`src/rtl/unary_multiplier_stream_if.sv`:
```
// Handshake bundle for unary_multiplier_stream: frame control, two serial
// operand streams with valid/ready, and a backpressured result stream.
interface unary_multiplier_stream_if;
    logic start;
    logic mode;
    logic a;
    logic a_valid;
    logic a_ready;
    logic b;
    logic b_valid;
    logic b_ready;
    logic y;
    logic y_valid;
    logic y_ready;
    logic busy;
    logic done;

    modport master (
        output start, mode, a, a_valid, b, b_valid, y_ready,
        input  a_ready, b_ready, y, y_valid, busy, done
    );

    modport slave (
        input  start, mode, a, a_valid, b, b_valid, y_ready,
        output a_ready, b_ready, y, y_valid, busy, done
    );
endinterface

```
`src/rtl/unary_multiplier_stream.sv`:
```
// Streaming unary-bitstream multiplier / scaled adder. Result bits are
// emitted as soon as interval bounds on the partially received operands
// prove that the bit cannot spoil the final ones count (or, with EPSILON>0,
// once the bounds are narrow enough to speculate).
module unary_multiplier_stream #(
    parameter int STREAM_LEN = 32,
    parameter int EPSILON    = 0,
    parameter int CW         = $clog2(STREAM_LEN + 1)
) (
    input logic clk,
    input logic reset,
    unary_multiplier_stream_if.slave bus
);
    localparam int SH = $clog2(STREAM_LEN);
    localparam logic [CW-1:0] LEN = CW'(STREAM_LEN);
    localparam logic [CW-1:0] EPS = CW'(EPSILON);

    localparam logic [1:0] IDLE = 2'd0;
    localparam logic [1:0] RUN  = 2'd1;
    localparam logic [1:0] DONE = 2'd2;

    // Product bound in result ones: floor(x*z / L).
    function automatic logic [CW-1:0] mul_bound(input logic [CW-1:0] x, input logic [CW-1:0] z);
        logic [2*CW-1:0] p;
        p = {{CW{1'b0}}, x} * {{CW{1'b0}}, z};
        return CW'(p >> SH);
    endfunction

    // Scaled-sum bound in result ones: floor((x+z) / 2).
    function automatic logic [CW-1:0] add_bound(input logic [CW-1:0] x, input logic [CW-1:0] z);
        logic [CW:0] s;
        s = {1'b0, x} + {1'b0, z};
        return CW'(s >> 1);
    endfunction

    logic [1:0]    state;
    logic          mode_q;
    logic [CW-1:0] a_cnt, a_ones, b_cnt, b_ones;
    logic [CW-1:0] y_cnt, y_ones;
    logic          y_p0, vld_p0;

    logic [CW-1:0] a_hi, b_hi, lo, hi, rem;
    logic          a_fire, b_fire, y_fire, slot_free;
    logic          one_ok, zero_ok, spec_ok, mid_one, emit, emit_bit;

    assign bus.a_ready = (state == RUN) && (a_cnt < LEN);
    assign bus.b_ready = (state == RUN) && (b_cnt < LEN);
    assign bus.y       = y_p0;
    assign bus.y_valid = vld_p0;
    assign bus.busy    = (state == RUN);
    assign bus.done    = (state == DONE);

    assign a_fire = bus.a_valid && bus.a_ready;
    assign b_fire = bus.b_valid && bus.b_ready;
    assign y_fire = vld_p0 && bus.y_ready;

    // Unreceived operand bits count as ones for the upper bound.
    assign a_hi = a_ones + LEN - a_cnt;
    assign b_hi = b_ones + LEN - b_cnt;
    assign lo   = mode_q ? add_bound(a_ones, b_ones) : mul_bound(a_ones, b_ones);
    assign hi   = mode_q ? add_bound(a_hi, b_hi)     : mul_bound(a_hi, b_hi);
    assign rem  = LEN - y_cnt;

    // A 1 is safe while fewer than lo ones are out; a 0 is safe while the
    // remaining slots can still reach any total up to hi.
    assign one_ok    = y_ones < lo;
    assign zero_ok   = ({1'b0, y_ones} + {1'b0, rem}) > {1'b0, hi};
    assign mid_one   = ({y_ones, 1'b0} + {1'b0, rem}) < ({1'b0, lo} + {1'b0, hi});
    assign spec_ok   = (hi >= lo) && ((hi - lo) <= EPS);
    assign slot_free = !vld_p0 || bus.y_ready;
    assign emit      = (state == RUN) && slot_free && (rem != '0) && (one_ok || zero_ok || spec_ok);
    assign emit_bit  = (one_ok && !zero_ok) || ((one_ok == zero_ok) && mid_one);

    // Frame sequencing: IDLE -> RUN on start, RUN -> DONE after the last result handshake.
    always_ff @(posedge clk or posedge reset) begin
        if (reset) begin
            state  <= IDLE;
            mode_q <= 1'b0;
        end else begin
            case (state)
                IDLE: begin
                    if (bus.start) begin
                        state  <= RUN;
                        mode_q <= bus.mode;
                    end
                end
                RUN: begin
                    if (y_fire && (y_cnt == LEN)) state <= DONE;
                end
                DONE:    state <= IDLE;
                default: state <= IDLE;
            endcase
        end
    end

    // Operand counters: bits received and ones received per stream.
    always_ff @(posedge clk or posedge reset) begin
        if (reset) begin
            a_cnt  <= '0;
            a_ones <= '0;
            b_cnt  <= '0;
            b_ones <= '0;
        end else if ((state == IDLE) && bus.start) begin
            a_cnt  <= '0;
            a_ones <= '0;
            b_cnt  <= '0;
            b_ones <= '0;
        end else begin
            if (a_fire) begin
                a_cnt  <= a_cnt + 1'b1;
                a_ones <= a_ones + CW'(bus.a);
            end
            if (b_fire) begin
                b_cnt  <= b_cnt + 1'b1;
                b_ones <= b_ones + CW'(bus.b);
            end
        end
    end

    // Result stage: load a decided bit into the output register, hold it under backpressure.
    always_ff @(posedge clk or posedge reset) begin
        if (reset) begin
            y_cnt  <= '0;
            y_ones <= '0;
            y_p0   <= 1'b0;
            vld_p0 <= 1'b0;
        end else if ((state == IDLE) && bus.start) begin
            y_cnt  <= '0;
            y_ones <= '0;
            y_p0   <= 1'b0;
            vld_p0 <= 1'b0;
        end else if (emit) begin
            y_p0   <= emit_bit;
            vld_p0 <= 1'b1;
            y_cnt  <= y_cnt + 1'b1;
            y_ones <= y_ones + CW'(emit_bit);
        end else if (y_fire) begin
            vld_p0 <= 1'b0;
            if (y_cnt == LEN) y_p0 <= 1'b0;
        end
    end
endmodule

```
`src/flat_wrapper.sv`:
```
// flat-port wrapper written by rule: the top's interface ports become plain ports
module unary_multiplier_stream_flat 
#(
    parameter int STREAM_LEN = 32,
    parameter int EPSILON    = 0,
    parameter int CW         = $clog2(STREAM_LEN + 1)
)
  (clk, reset, bus_start, bus_mode, bus_a, bus_a_valid, bus_b, bus_b_valid, bus_y_ready, bus_a_ready, bus_b_ready, bus_y, bus_y_valid, bus_busy, bus_done);
  unary_multiplier_stream_if bus_i ();
  input logic clk;
  input logic reset;
  input wire logic [$bits(bus_i.start)-1:0] bus_start;
  input wire logic [$bits(bus_i.mode)-1:0] bus_mode;
  input wire logic [$bits(bus_i.a)-1:0] bus_a;
  input wire logic [$bits(bus_i.a_valid)-1:0] bus_a_valid;
  input wire logic [$bits(bus_i.b)-1:0] bus_b;
  input wire logic [$bits(bus_i.b_valid)-1:0] bus_b_valid;
  input wire logic [$bits(bus_i.y_ready)-1:0] bus_y_ready;
  output wire logic [$bits(bus_i.a_ready)-1:0] bus_a_ready;
  output wire logic [$bits(bus_i.b_ready)-1:0] bus_b_ready;
  output wire logic [$bits(bus_i.y)-1:0] bus_y;
  output wire logic [$bits(bus_i.y_valid)-1:0] bus_y_valid;
  output wire logic [$bits(bus_i.busy)-1:0] bus_busy;
  output wire logic [$bits(bus_i.done)-1:0] bus_done;
  assign bus_i.start = bus_start;
  assign bus_i.mode = bus_mode;
  assign bus_i.a = bus_a;
  assign bus_i.a_valid = bus_a_valid;
  assign bus_i.b = bus_b;
  assign bus_i.b_valid = bus_b_valid;
  assign bus_i.y_ready = bus_y_ready;
  assign bus_a_ready = bus_i.a_ready;
  assign bus_b_ready = bus_i.b_ready;
  assign bus_y = bus_i.y;
  assign bus_y_valid = bus_i.y_valid;
  assign bus_busy = bus_i.busy;
  assign bus_done = bus_i.done;
  unary_multiplier_stream #(.STREAM_LEN(STREAM_LEN), .EPSILON(EPSILON), .CW(CW)) u_core (.clk(clk), .reset(reset), .bus(bus_i));
endmodule
```
`config.mk`:
```
export PLATFORM = sky130hd
export DESIGN_NAME = unary_multiplier_stream_flat
export DESIGN_NICKNAME = d
export VERILOG_FILES = /design/src/rtl/unary_multiplier_stream_if.sv /design/src/rtl/unary_multiplier_stream.sv /design/src/flat_wrapper.sv
export SDC_FILE = /design/constraint.sdc
export NUM_CORES = 1
export LEC_CHECK = 0
export ABC_AREA = 1
export BUFFER_PORTS_ARGS = -buffer_cell sky130_fd_sc_hd__buf_2
export CORE_ASPECT_RATIO = 0.5
export CORE_MARGIN = 3
export CORE_UTILIZATION = 40
export DETAILED_ROUTE_END_ITERATION = 10
export HOLD_SLACK_MARGIN = 0.06
export SYNTH_ARGS = -nofsm -noshare
export SYNTH_HDL_FRONTEND = slang
export SYNTH_SLANG_ARGS = --single-unit
export TNS_END_PERCENT = 30
```
`constraint.sdc`:
```
create_clock -name clk -period 6.6 [get_ports clk]
set_input_delay 1.32 -clock clk [delete_from_list [all_inputs] [get_ports clk]]
set_output_delay 1.32 -clock clk [all_outputs]
set_load 0.01 [all_outputs]
```
# Word level (Yosys, flattened, before mapping)
# Index checks and enable logic that the tools add are counted.
[word_totals] ff_bits=41 inputBits=9 elab_cells=95
[classes] mul=2 addsub=17 mux=24 n_eq_ne=6 reduce_logical=29 magnitude_cmp=7
[op_table] cell="$mux W6" count=14
[op_table] cell="$add A6 B6 Y7" count=4
[op_table] cell="$mul A6 B6 Y11" count=2
[op_table] cell="$add A6 B1 Y6" count=3
[op_table] cell="$add A6 B1 Y6 const B" count=3
[op_table] cell="$sub A6 B6 Y6" count=3
[op_table] cell="$logic_and A1 B1 Y1" count=13
[op_table] cell="$add A6 B6 Y6 const B" count=2
[op_table] cell="$lt A6 B6 Y1 const B" count=2
[op_table] cell="$add A7 B6 Y7" count=1
[op_table] cell="$gt A7 B6 Y1" count=1
[op_table] cell="$lt A7 B7 Y1" count=1
[op_table] cell="$mux W1" count=7
[op_table] cell="$eq A6 B6 Y1 const B" count=1
[op_table] cell="$ge A6 B6 Y1" count=1
[op_table] cell="$le A6 B1 Y1 const B" count=1
[op_table] cell="$lt A6 B6 Y1" count=1
[op_table] cell="$reduce_and A2 Y1" count=3
[op_table] cell="$reduce_bool A2 Y1" count=3
[op_table] cell="$reduce_bool A3 Y1" count=2
[op_table] cell="$reduce_bool A6 Y1" count=1
[op_table] cell="$sub A6 B6 Y6 const A" count=1
[op_table] cell="$logic_or A1 B1 Y1" count=4
[op_table] cell="$mux W2" count=2
[op_table] cell="8 further kinds" count=9

# Depth between registers and ports, before layout
# Gate-level depths: netlist of the first run.
[logic_depth] ltp_word=11 ltp_mapped=44

# Worst setup path after synthesis of the first run
# Ideal clock, no wire load.
[synth_timing] path_kind="reg2reg" start="register u_core.b_ones[1]" end="register u_core.y_ones[4]" arrival_ps=6954 required_time_ps=6482 setup_slack_ps=-471 setup_time_ps=118 synth_period_minus_slack_ps=7071 path_stages_with_launch=42 cell_sequence="dfrtp_1 > ha_1 > ha_1 > fa_1 > nand2_1 > nand2_1 > a21oi_1 > xor2_1 > inv_2 > nand2_1 > fa_1 > inv_1 > fa_1 > inv_1 > fa_1 > inv_1 > ha_1 > a21o_1 > [... 6 more ...] > ha_1 > inv_1 > o21ai_0 > a21o_1 > a21oi_1 > ha_1 > nand2_1 > inv_1 > nand4_1 > o2111ai_1 > nand2_1 > ha_1 > ha_1 > nand3_1 > xor2_1 > inv_1 > nand4_1 > nand2_1"
[synth_via] elab_chain_len=11 word_cells_on_any_way=28 classes_between="add/sub (7); mul (2); order compare (5); eq/ne (1); mux (4); reduce/logical (9)"
[synth_lines] item="from (decl)" line_no="unary_multiplier_stream.sv:38" source="logic [CW-1:0] a_cnt, a_ones, b_cnt, b_ones;"
[synth_lines] item="from (signal assigned)" line_no="unary_multiplier_stream.sv:115" source="b_ones <= b_ones + CW'(bus.b);"
[synth_lines] item="$add A6 B6 Y6" line_no="unary_multiplier_stream.sv:59" source="assign b_hi = b_ones + LEN - b_cnt;"
[synth_lines] item="$sub A6 B6 Y6" line_no="unary_multiplier_stream.sv:59"
[synth_lines] item="$mul A6 B6 Y11 / $add A6 B6 Y7 (equally long branches)" line_no="unary_multiplier_stream.sv:25, unary_multiplier_stream.sv:32"
[synth_lines] item="$mux W6" line_no="unary_multiplier_stream.sv:61" source="assign hi = mode_q ? add_bound(a_hi, b_hi) : mul_bound(a_hi, b_hi);"
[synth_lines] item="$add A6 B6 Y7 / $gt A7 B6 Y1 (equally long branches)" line_no="unary_multiplier_stream.sv:68, unary_multiplier_stream.sv:67"
[synth_lines] item="$lt A7 B7 Y1, or another cell as far along" line_no="unary_multiplier_stream.sv:68" source="assign mid_one = ({y_ones, 1'b0} + {1'b0, rem}) < ({1'b0, lo} + {1'b0, hi});"
[synth_lines] item="$logic_and A1 B1 Y1" line_no="unary_multiplier_stream.sv:72" source="assign emit_bit = (one_ok && !zero_ok) || ((one_ok == zero_ok) && mid_one);"
[synth_lines] item="$logic_or A1 B1 Y1" line_no="unary_multiplier_stream.sv:72"
[synth_lines] item="$add A6 B1 Y6" line_no="unary_multiplier_stream.sv:136" source="y_ones <= y_ones + CW'(emit_bit);"
[synth_lines] item="$mux W6" line_no="unary_multiplier_stream.sv:132" source="end else if (emit) begin"
[synth_lines] item="$mux W6" line_no="unary_multiplier_stream.sv:127" source="end else if ((state == IDLE) && bus.start) begin"
[synth_lines] item="to (signal assigned)" line_no="unary_multiplier_stream.sv:136"
[synth_lines] item="to (decl)" line_no="unary_multiplier_stream.sv:39" source="logic [CW-1:0] y_cnt, y_ones;"
# Parallel ways exist; a longest one is shown, timed or not. The select of a mux whose other input is x is not followed.
# A chain may end at the register's enable or synchronous reset.

# Worst setup path in the final report of the first run
[layout_timing] start="register u_core.a_cnt[1]" end="register u_core.y_ones[5]"
[layout_via] elab_chain_len=10 word_cells_on_any_way=23 classes_between="add/sub (5); mul (1); order compare (4); eq/ne (1); mux (3); reduce/logical (9)"
[layout_lines] item="from (decl)" line_no="unary_multiplier_stream.sv:38"
[layout_lines] item="from (signal assigned)" line_no="unary_multiplier_stream.sv:110" source="a_cnt <= a_cnt + 1'b1;"
[layout_lines] item="$sub A6 B6 Y6 *" line_no="unary_multiplier_stream.sv:58" source="assign a_hi = a_ones + LEN - a_cnt;"
[layout_lines] item="$mul A6 B6 Y11 / $add A6 B6 Y7 (equally long branches)" line_no="unary_multiplier_stream.sv:25, unary_multiplier_stream.sv:32"
[layout_lines] item="$mux W6 *" line_no="unary_multiplier_stream.sv:61"
[layout_lines] item="$add A6 B6 Y7 / $gt A7 B6 Y1 (equally long branches)" line_no="unary_multiplier_stream.sv:68, unary_multiplier_stream.sv:67"
[layout_lines] item="$lt A7 B7 Y1, or another cell as far along" line_no="unary_multiplier_stream.sv:68"
[layout_lines] item="$logic_and A1 B1 Y1" line_no="unary_multiplier_stream.sv:72"
[layout_lines] item="$logic_or A1 B1 Y1" line_no="unary_multiplier_stream.sv:72"
[layout_lines] item="$add A6 B1 Y6" line_no="unary_multiplier_stream.sv:136"
[layout_lines] item="$mux W6" line_no="unary_multiplier_stream.sv:132"
[layout_lines] item="$mux W6" line_no="unary_multiplier_stream.sv:127"
# Mark *: on every way between the ends. The rest lies on a longest branch, timed or not. The select of a mux whose other input is x is not followed.

==> results.md, run 1 <==
Outcome:
- The flow ran to the end, but the final reports show violations.
- The checks that failed: setup timing.

Floorplanning:
- The floorplan has 32 rows.
- The floorplan step defined a die boundary enclosing 0.0181 sq mm.
- The overall die width is between 150 and 200 microns.
- The placeable core region is approximately 0.016 sq mm.
- The count of pins on the block boundary is 15.
- The initial core utilization is a little over two fifths.
- The floorplan die height is approximately 97 microns.

Setup path:
- For the worst flop-to-flop path, the logic depth is 40.
- The standard cell with the maximum stage delay on the critical path is sky130_fd_sc_hd__fa_1.
- The kind of start point of the critical path is a register.
- The cell type group with the largest total delay on the critical path is adder cells.
- The most numerous cell type found on the critical path is sky130_fd_sc_hd__nand2_1.
- The critical path contains buffers and inverters numbering 9 combined.
- The startpoint of the worst-slack reg-to-reg timing path is u_core.a_cnt[1]$_DFFE_PP0P_.
- The longest individual stage delay on the worst path is ~0.53 ns.
- The startpoint-to-endpoint class of the critical path is reg -> reg.
- In this run the worst path has a maximum fanout of 4.
- The worst endpoint required time is a little under 7 ns.
- In this run the worst setup path begins at u_core.a_cnt[1]$_DFFE_PP0P_.
- The arrival time of data at the critical path endpoint is 6.94 ns.
- The endpoint identified for the worst register-to-register timing path is u_core.y_ones[5]$_DFFE_PP0P_.
- The endpoint kind of the worst setup timing path is a register.
- Setup slack on the worst reg-to-reg path comes out at -0.16 ns.

STA:
- The routed design could run at a clock period as short as 6.76 ns.
- Setup repair after global routing could not meet its margin everywhere.
- After routing, the total negative slack on setup checks comes to -0.528 ns.
- The worst pin sits at a relative slew slack of between 40% and 50%.
- For the pin with the worst max-slew slack, the measured transition is about 0.77 ns.
- Between clock sinks in the finished design, the worst skew comes to approximately 0.0086 ns.
- The setup violation total in the final timing report is 4.
- The final critical path takes up 102% of the cycle.
- For this run, the top clock speed supported by timing is 0.148 GHz.
- The hold violation total from the final report is 0.
- The worst path setup slack after routing is -0.158 ns.
- Hold timing on the final database bottoms out at a slack of between 0.5 and 0.6 ns.
- The number of pins exceeding their max-slew limit in the final report is 0.

Logic synthesis:
- For this run, the leading register cell type out of synthesis is sky130_fd_sc_hd__dfrtp_1.
- Yosys mapped a number of flops with a built-in enable equal to 0.
- The total nets after synthesis is between 1000 and 1500.
- The register bit total from synthesis is 41.
- The cell type with the largest total area after synthesis is sky130_fd_sc_hd__ha_1.
- By area the synthesized netlist is led by sky130_fd_sc_hd__ha_1 21%, sky130_fd_sc_hd__dfrtp_1 16%, sky130_fd_sc_hd__fa_1 12%.
- The post-synthesis instance total is 910.
- The number of different library cells used by synthesis comes to 47.
- The area share of the largest cell type after synthesis is 21.5%.
- After synthesis, the mean cell area works out to ~7.2 sq um.
- The sequential share of the synthesized area is roughly 16%.
- In this run the cell area of the synthesized design comes to between 0.006 and 0.007 sq mm.
- The proportion of synthesized flip-flops having asynchronous set or reset is between 90% and 100%.
- The count of warnings emitted by yosys is 0.

Clock network:
- CTS built an H-tree with a depth of 2.
- The deepest clock path buffer count is 2.
- TritonCTS built the clock tree.
- The total of hold buffers inserted after clock tree synthesis is 0.
- The number of sinks handled by clock tree synthesis is 41.
- The number of buffers added by the clock tree synthesis step is 5.
- In this run the clock root is driven by a sky130_fd_sc_hd__clkbuf_16.
- The clock transition time at the flip-flop clock pins of the worst setup and hold paths is 0.06 ns.
- For the worst-skew pair, the clock arrives at the later sink with an insertion delay of around 0.3 ns.

Detailed routing:
- Detailed routing inserted a total of slightly above 6000 vias.
- The vias per cell is ~4.9.
- The detailed-route wire length per cell is 13.5 microns.
- Before antenna repair, the detailed router went through 4 iterations.
- The number of DRC markers after the initial detailed-route iteration is between 200 and 300.
- The total wire length after detailed routing is 16600 microns.
- The count of unresolved DRC violations after routing is 0.
- The residual antenna-violating net count after detailed routing is 0.

Placement:
- The worst slack after detailed placement is -0.349 ns.
- The congestion estimate from routability-driven global placement came to roughly 0.83.
- The placed wire-length estimate after detailed placement is between 10000 and 15000 microns.
- During placement, the flow inserted port buffers numbering 14.

Min path:
- The min-delay analysis places its worst path in the category reg -> reg.
- In this run the most critical hold path is launched from u_core.b_cnt[4]$_DFFE_PP0P_.
- The cell depth of the worst min-delay path is 2.
- For hold timing, the worst endpoint is u_core.b_cnt[5]$_DFFE_PP0P_.

Flow run:
- The number of maximum-capacitance constraint violations is 0.

Layout:
- The final antenna diode count is 0.
- Leaving out fill and tap cells, the most frequent cells in the layout are 189 x sky130_fd_sc_hd__nand2_1, 164 x sky130_fd_sc_hd__inv_1, 90 x sky130_fd_sc_hd__ha_1, 90 x sky130_fd_sc_hd__buf_4, 62 x sky130_fd_sc_hd__nor2_1.
- The net count of the finished layout is 1170.
- Leaving out fill and tap cells, the most frequent cell in the layout is sky130_fd_sc_hd__nand2_1.
- The fraction of final layout cells with drive strength greater than 1 is a little under a quarter.
- At the end of the flow the core is filled with cells to a little over half.
- From synthesis to final layout, the design area changed by 24.8%.

Global routing:
- After global routing the overflow that remains totals 0.
- The initial antenna violation count is 0.
- The first global-routing pass estimated between 20000 and 30000 microns of wire.
- The pin count of the biggest net entering global routing is between 40 and 50.
- The via count of the first global-routing pass is a little under 6000.
- In the global route stage, overall resource usage came out at 18.2%.
==> per-layer routing <==
layer  share of wire, %  routed length [microns]  track usage (%)
met1                 49                     8060             25.5
met2                 47                     7850             30.3
met3                3.2                      533             2.79
met4                1.0                      174             3.23
met5                  0                        0                0
==> cell usage after synthesis, types with 4 or more instances <==
cell	count
sky130_fd_sc_hd__a21oi_1	41
sky130_fd_sc_hd__buf_2	5
sky130_fd_sc_hd__clkbuf_1	6
sky130_fd_sc_hd__dfrtp_1	41
sky130_fd_sc_hd__fa_1	38
sky130_fd_sc_hd__ha_1	113
sky130_fd_sc_hd__inv_1	183
sky130_fd_sc_hd__inv_2	8
sky130_fd_sc_hd__nand2_1	200
sky130_fd_sc_hd__nand3_1	55
sky130_fd_sc_hd__nand3_2	13
sky130_fd_sc_hd__nand3b_1	5
sky130_fd_sc_hd__nand4_1	14
sky130_fd_sc_hd__nor2_1	65
sky130_fd_sc_hd__nor3_1	11
sky130_fd_sc_hd__o21ai_0	30
sky130_fd_sc_hd__o21ai_1	4
sky130_fd_sc_hd__xnor2_1	17
sky130_fd_sc_hd__xor2_1	20
==> cell families (layout without fill, tap and decap cells) <==
logic type               Yosys count  in the layout  synth area share, %
AND/OR/NAND/NOR                  380            380                 26.0
buffers and inverters            207            308                 12.4
adder cells (fa/ha/maj)          151            151                 33.0
AO/OA/AOI/OAI                     93             93                 7.81
flip-flops                        41             41                 15.6
XOR/XNOR                          38             38                 5.17
==> cell type report <==
| type | count | area (sq um) |
|---|---|---|
| clock buffers | 7 | 143 |
| clock inverters | 1 | 7.51 |
| fillers | 1517 | 7550 |
| inverters | 192 | 733 |
| multi-input cells | 662 | 5250 |
| flip-flops and latches | 41 | 1030 |
| well taps | 221 | 277 |
| repair buffers | 108 | 791 |
==> state kept, by name, indices dropped and copies added (netlist names) <==
register,flops
u_core.a_ones,6
u_core.bus.y_valid,1
u_core.mode_q,1
u_core.bus.y,1
u_core.state,2
u_core.y_cnt,6
u_core.y_ones,6
u_core.b_ones,6
u_core.a_cnt,6
u_core.b_cnt,6
==> worst reg2reg max path: cells and delay by family (launching register included) <==
family	cells	cell delay (ns)
adder cells (fa/ha/maj)	10	3.16
buffers and inverters	9	0.73
AO/OA/AOI/OAI	5	0.75
XOR/XNOR	3	0.52
AND/OR/NAND/NOR	13	1.09
flip-flops	1	0.39
==> worst max path at each step <==
| stage | endpoint | slack, ns | cells after the start |
|---|---|---|---|
| 2_1_floorplan | u_core.y_ones[5]$_DFFE_PP0P_ | -0.005 | 39 |
| 3_3_place_gp | u_core.y_ones[5]$_DFFE_PP0P_ | -0.24 | 40 |
| 3_5_place_dp | u_core.y_ones[5]$_DFFE_PP0P_ | -0.35 | 39 |
| 4_1_cts | u_core.y_ones[5]$_DFFE_PP0P_ | -0.09 | 42 |
| 5_1_grt | u_core.y_ones[5]$_DFFE_PP0P_ | -0.64 | 43 |
| 6_report | u_core.y_ones[5]$_DFFE_PP0P_ | -0.16 | 40 |
==> metrics by stage <==
stage | cell area [sq um] | cells
CTS | 7910 | 1222
floorplan | 6690 | 910
finish | 8220 | 1232
detailed placement | 7460 | 1199
global route | 8220 | 1232
global placement | 7460 | 1199
==> repair_timing <==
| item | in CTS | in global routing |
|---|---|---|
| pin swaps | 49 | 41 |
| setup buffers | 16 | 10 |
| setup endpoints to repair | 5 | 14 |
| resized for setup | 39 | 51 |
Power of run 1 is not shown: default switching activity piles up to over one toggle a cycle in this logic, so the estimate is an artifact.
==> run 2, diff against run 1 <==
- clock period: 6.6 -> 6.16 ns (I/O delays scaled with it)
==> results.md, run 2 (synthesized netlist as in run 1, its figures left out) <==
Global routing:
- The via count of the first global-routing pass is 5958 (was 5815).
- The initial antenna violation count is 0 (unchanged).
- The global-route wire length before repair was 28100 microns (was 27500 microns).
- The global route total overflow is 0 (unchanged).
- The total routing resource utilization after global routing came to 18.5% (was 18.2%).
- The pin count of the biggest net entering global routing is 42 (unchanged).

STA:
- The total negative setup slack is -3.47 ns (was -0.528 ns).
- The hold violation total from the final report is 0 (unchanged).
- The share of the clock period used by the worst path is 111% (was 102%).
- RSZ-0062 raised after global routing: yes (unchanged).
- The final worst clock skew is 0.00703 ns (was 0.00862 ns).
- The final critical path time including I/O delays and setup is 6.85 ns (was 6.76 ns).
- The highest clock rate is 0.146 GHz (was 0.148 GHz).
- The normalized max-slew margin came to 44.2% (was 48.6%).
- The setup violation total in the final timing report was 13 (was 4).
- The slew at the pin closest to its max-slew limit was 0.834 ns (was 0.768 ns).
- The worst path setup slack after routing is -0.695 ns (was -0.158 ns).
- The number of pins exceeding their max-slew limit in the final report is 0 (unchanged).

Clock network:
- The root buffer cell was sky130_fd_sc_hd__clkbuf_16 (unchanged).
- The depth of the CTS H-tree is 2 (unchanged).
- The clock transition time at the flip-flop clock pins of the worst setup and hold paths is 0.07 ns (was 0.06 ns).
- The number of sinks handled by clock tree synthesis came to 41 (unchanged).
- The number of buffers added by the clock tree synthesis step came to 5 (unchanged).
- The clock tree from TritonCTS is built (unchanged).
- The deepest clock path buffer count is 2 (unchanged).
- The source-to-sink clock delay at the later pin of the worst-skew pair is 0.30 ns (about the same).

Layout:
- The area growth from synthesis to layout came to 27.1% (was 24.8%).
- The net count of the finished layout came to 1187 (was 1170).
- The fraction of final layout cells with drive strength greater than 1 is 24.9% (was 23.0%).
- The final design utilization is 53.1% (was 52.1%).
- Highest-count cells in the layout ignoring fill and taps: 186 x sky130_fd_sc_hd__nand2_1, 168 x sky130_fd_sc_hd__inv_1, 106 x sky130_fd_sc_hd__buf_4, 94 x sky130_fd_sc_hd__ha_1, 63 x sky130_fd_sc_hd__nor2_1 (was 189 x sky130_fd_sc_hd__nand2_1, 164 x sky130_fd_sc_hd__inv_1, 90 x sky130_fd_sc_hd__ha_1, 90 x sky130_fd_sc_hd__buf_4, 62 x sky130_fd_sc_hd__nor2_1).
- The commonest non-fill, non-tap cell in the layout is sky130_fd_sc_hd__nand2_1 (unchanged).
- The final antenna diode count was 0 (unchanged).

Placement:
- The number of buffers inserted by port buffering is 14 (unchanged).
- The worst slack after detailed placement is -0.708 ns (was -0.349 ns).
- The placed wire-length estimate after detailed placement was 13200 microns (about the same).
- The final weighted congestion in routability-driven placement is 0.869 (was 0.832).

Detailed routing:
- The count of unresolved DRC violations after routing is 0 (unchanged).
- The residual antenna-violating net count after detailed routing came to 0 (unchanged).
- The detailed-route wire length per cell is 13.2 microns (was 13.5 microns).
- The number of DRC markers after the initial detailed-route iteration is 322 (was 277).
- The detailed-routing iteration count for the pre-antenna-repair pass is 5 (was 4).
- The total via count after detailed routing was 5960 (was 6033).
- The total wire length after detailed routing is 16500 microns (was 16600 microns).
- The vias per cell came to 4.77 (was 4.90).

Setup path:
- The worst endpoint required time was 6.39 ns (was 6.78 ns).
- The startpoint-to-endpoint class of the critical path is reg -> reg (unchanged).
- The kind of start point of the critical path is a register (unchanged).
- The longest individual stage delay on the worst path is 0.51 ns (was 0.53 ns).
- The endpoint kind of the worst setup timing path is a register (unchanged).
- The combined buffer and inverter count along the critical path was 8 (was 9).
- The reg2reg setup slack is -0.69 ns (was -0.16 ns).
- The maximum net fanout on the critical path is 4 (unchanged).
- The cell type group with the largest total delay on the critical path is adder cells (unchanged).
- The standard cell with the maximum stage delay on the critical path is sky130_fd_sc_hd__fa_1 (unchanged).
- The arrival time of data at the critical path endpoint is 7.09 ns (was 6.94 ns).

Outcome:
- Run status: complete, but fails checks (unchanged).
- Failing checks: setup timing (unchanged).

Floorplanning:
- The count of pins on the block boundary is 15 (unchanged).
- The initial core utilization came to 41.8% (unchanged).
- The standard-cell row count was 32 (unchanged).
- The die outline area is 0.0181 sq mm (unchanged).
- The floorplan die height is 96.7 microns (unchanged).
- The placeable core region is 0.0158 sq mm (unchanged).
- The overall die width is 187 microns (unchanged).

Min path:
- The kind of path behind the tightest hold check is reg -> reg (unchanged).

Flow run:
- The number of maximum-capacitance constraint violations is 0 (unchanged).
run 2: cell types whose count changed in the layout (fill, tap and decap cells not counted), moves of 4 or more:
cell                      change
sky130_fd_sc_hd__buf_4       +16
sky130_fd_sc_hd__ha_1         +4
sky130_fd_sc_hd__ha_4         -5
sky130_fd_sc_hd__inv_1        +4
sky130_fd_sc_hd__nand3_1      -4
sky130_fd_sc_hd__nand3_2      +5
run 2: area by class of cell:
cell class | instances | area, sq um
fillers | 1503 | 7400
multi-input cells | 662 | 5220
flip-flops and latches | 41 | 1030
repair buffers | 125 | 926
inverters | 192 | 728
well taps | 221 | 277
clock buffers | 5 | 125
clock inverters | 3 | 68.8
run 2: final timing paths:
check,end,cells past startpoint,startpoint
worst max-delay path,u_core.y_ones[3]$_DFFE_PP0P_,40,u_core.b_ones[1]$_DFFE_PP0P_
worst min-delay path,u_core.b_cnt[5]$_DFFE_PP0P_,2,u_core.b_cnt[4]$_DFFE_PP0P_
worst max register to register,u_core.y_ones[3]$_DFFE_PP0P_,40,u_core.b_ones[1]$_DFFE_PP0P_
worst min register to register,u_core.b_cnt[5]$_DFFE_PP0P_,2,u_core.b_cnt[4]$_DFFE_PP0P_
max in group asynchronous,u_core.b_ones[1]$_DFFE_PP0P_,3,reset
min in group asynchronous,u_core.mode_q$_DFFE_PP0P_,3,reset
run 2: worst register-to-register path: cells and delay by family (launching register included):
kind            cells  cell delay, ns
fa+ha+maj          11            3.41
simple gates       12            0.98
compound gates      7            0.97
buf+inv             8            0.72
flops               1            0.42
xor+xnor            2            0.30
run 2: stage by stage:
step	instance area, sq um	hold slack, ns	instances
after detailed placement	7660	0.504	1217
after CTS	8190	0.548	1243
after floorplan	6750	0.487	910
final	8370	0.546	1249
after global placement	7660	0.489	1217
after global routing	8370	0.595	1249
run 2: what timing repair did:
item                                    4_1_cts  5_1_grt
pin swaps                                    56       43
setup buffers                                18        6
endpoints found under the setup margin       14       14
endpoints found under the hold margin         0        0
hold buffers                                  0        0
gates resized for setup                      48       30
run 2: routing by layer:
| layer | routed length, microns | global-route usage (%) | up-vias |
|---|---|---|---|
| met5 | 0 | 0 | - |
| li1 | - | - | 3113 |
| met2 | 7590 | 30.6 | 67 |
| met3 | 487 | 2.75 | 17 |
| met1 | 8250 | 26.5 | 2763 |
| met4 | 172 | 1.96 | 0 |
Power of run 2 is left out for the same reason.
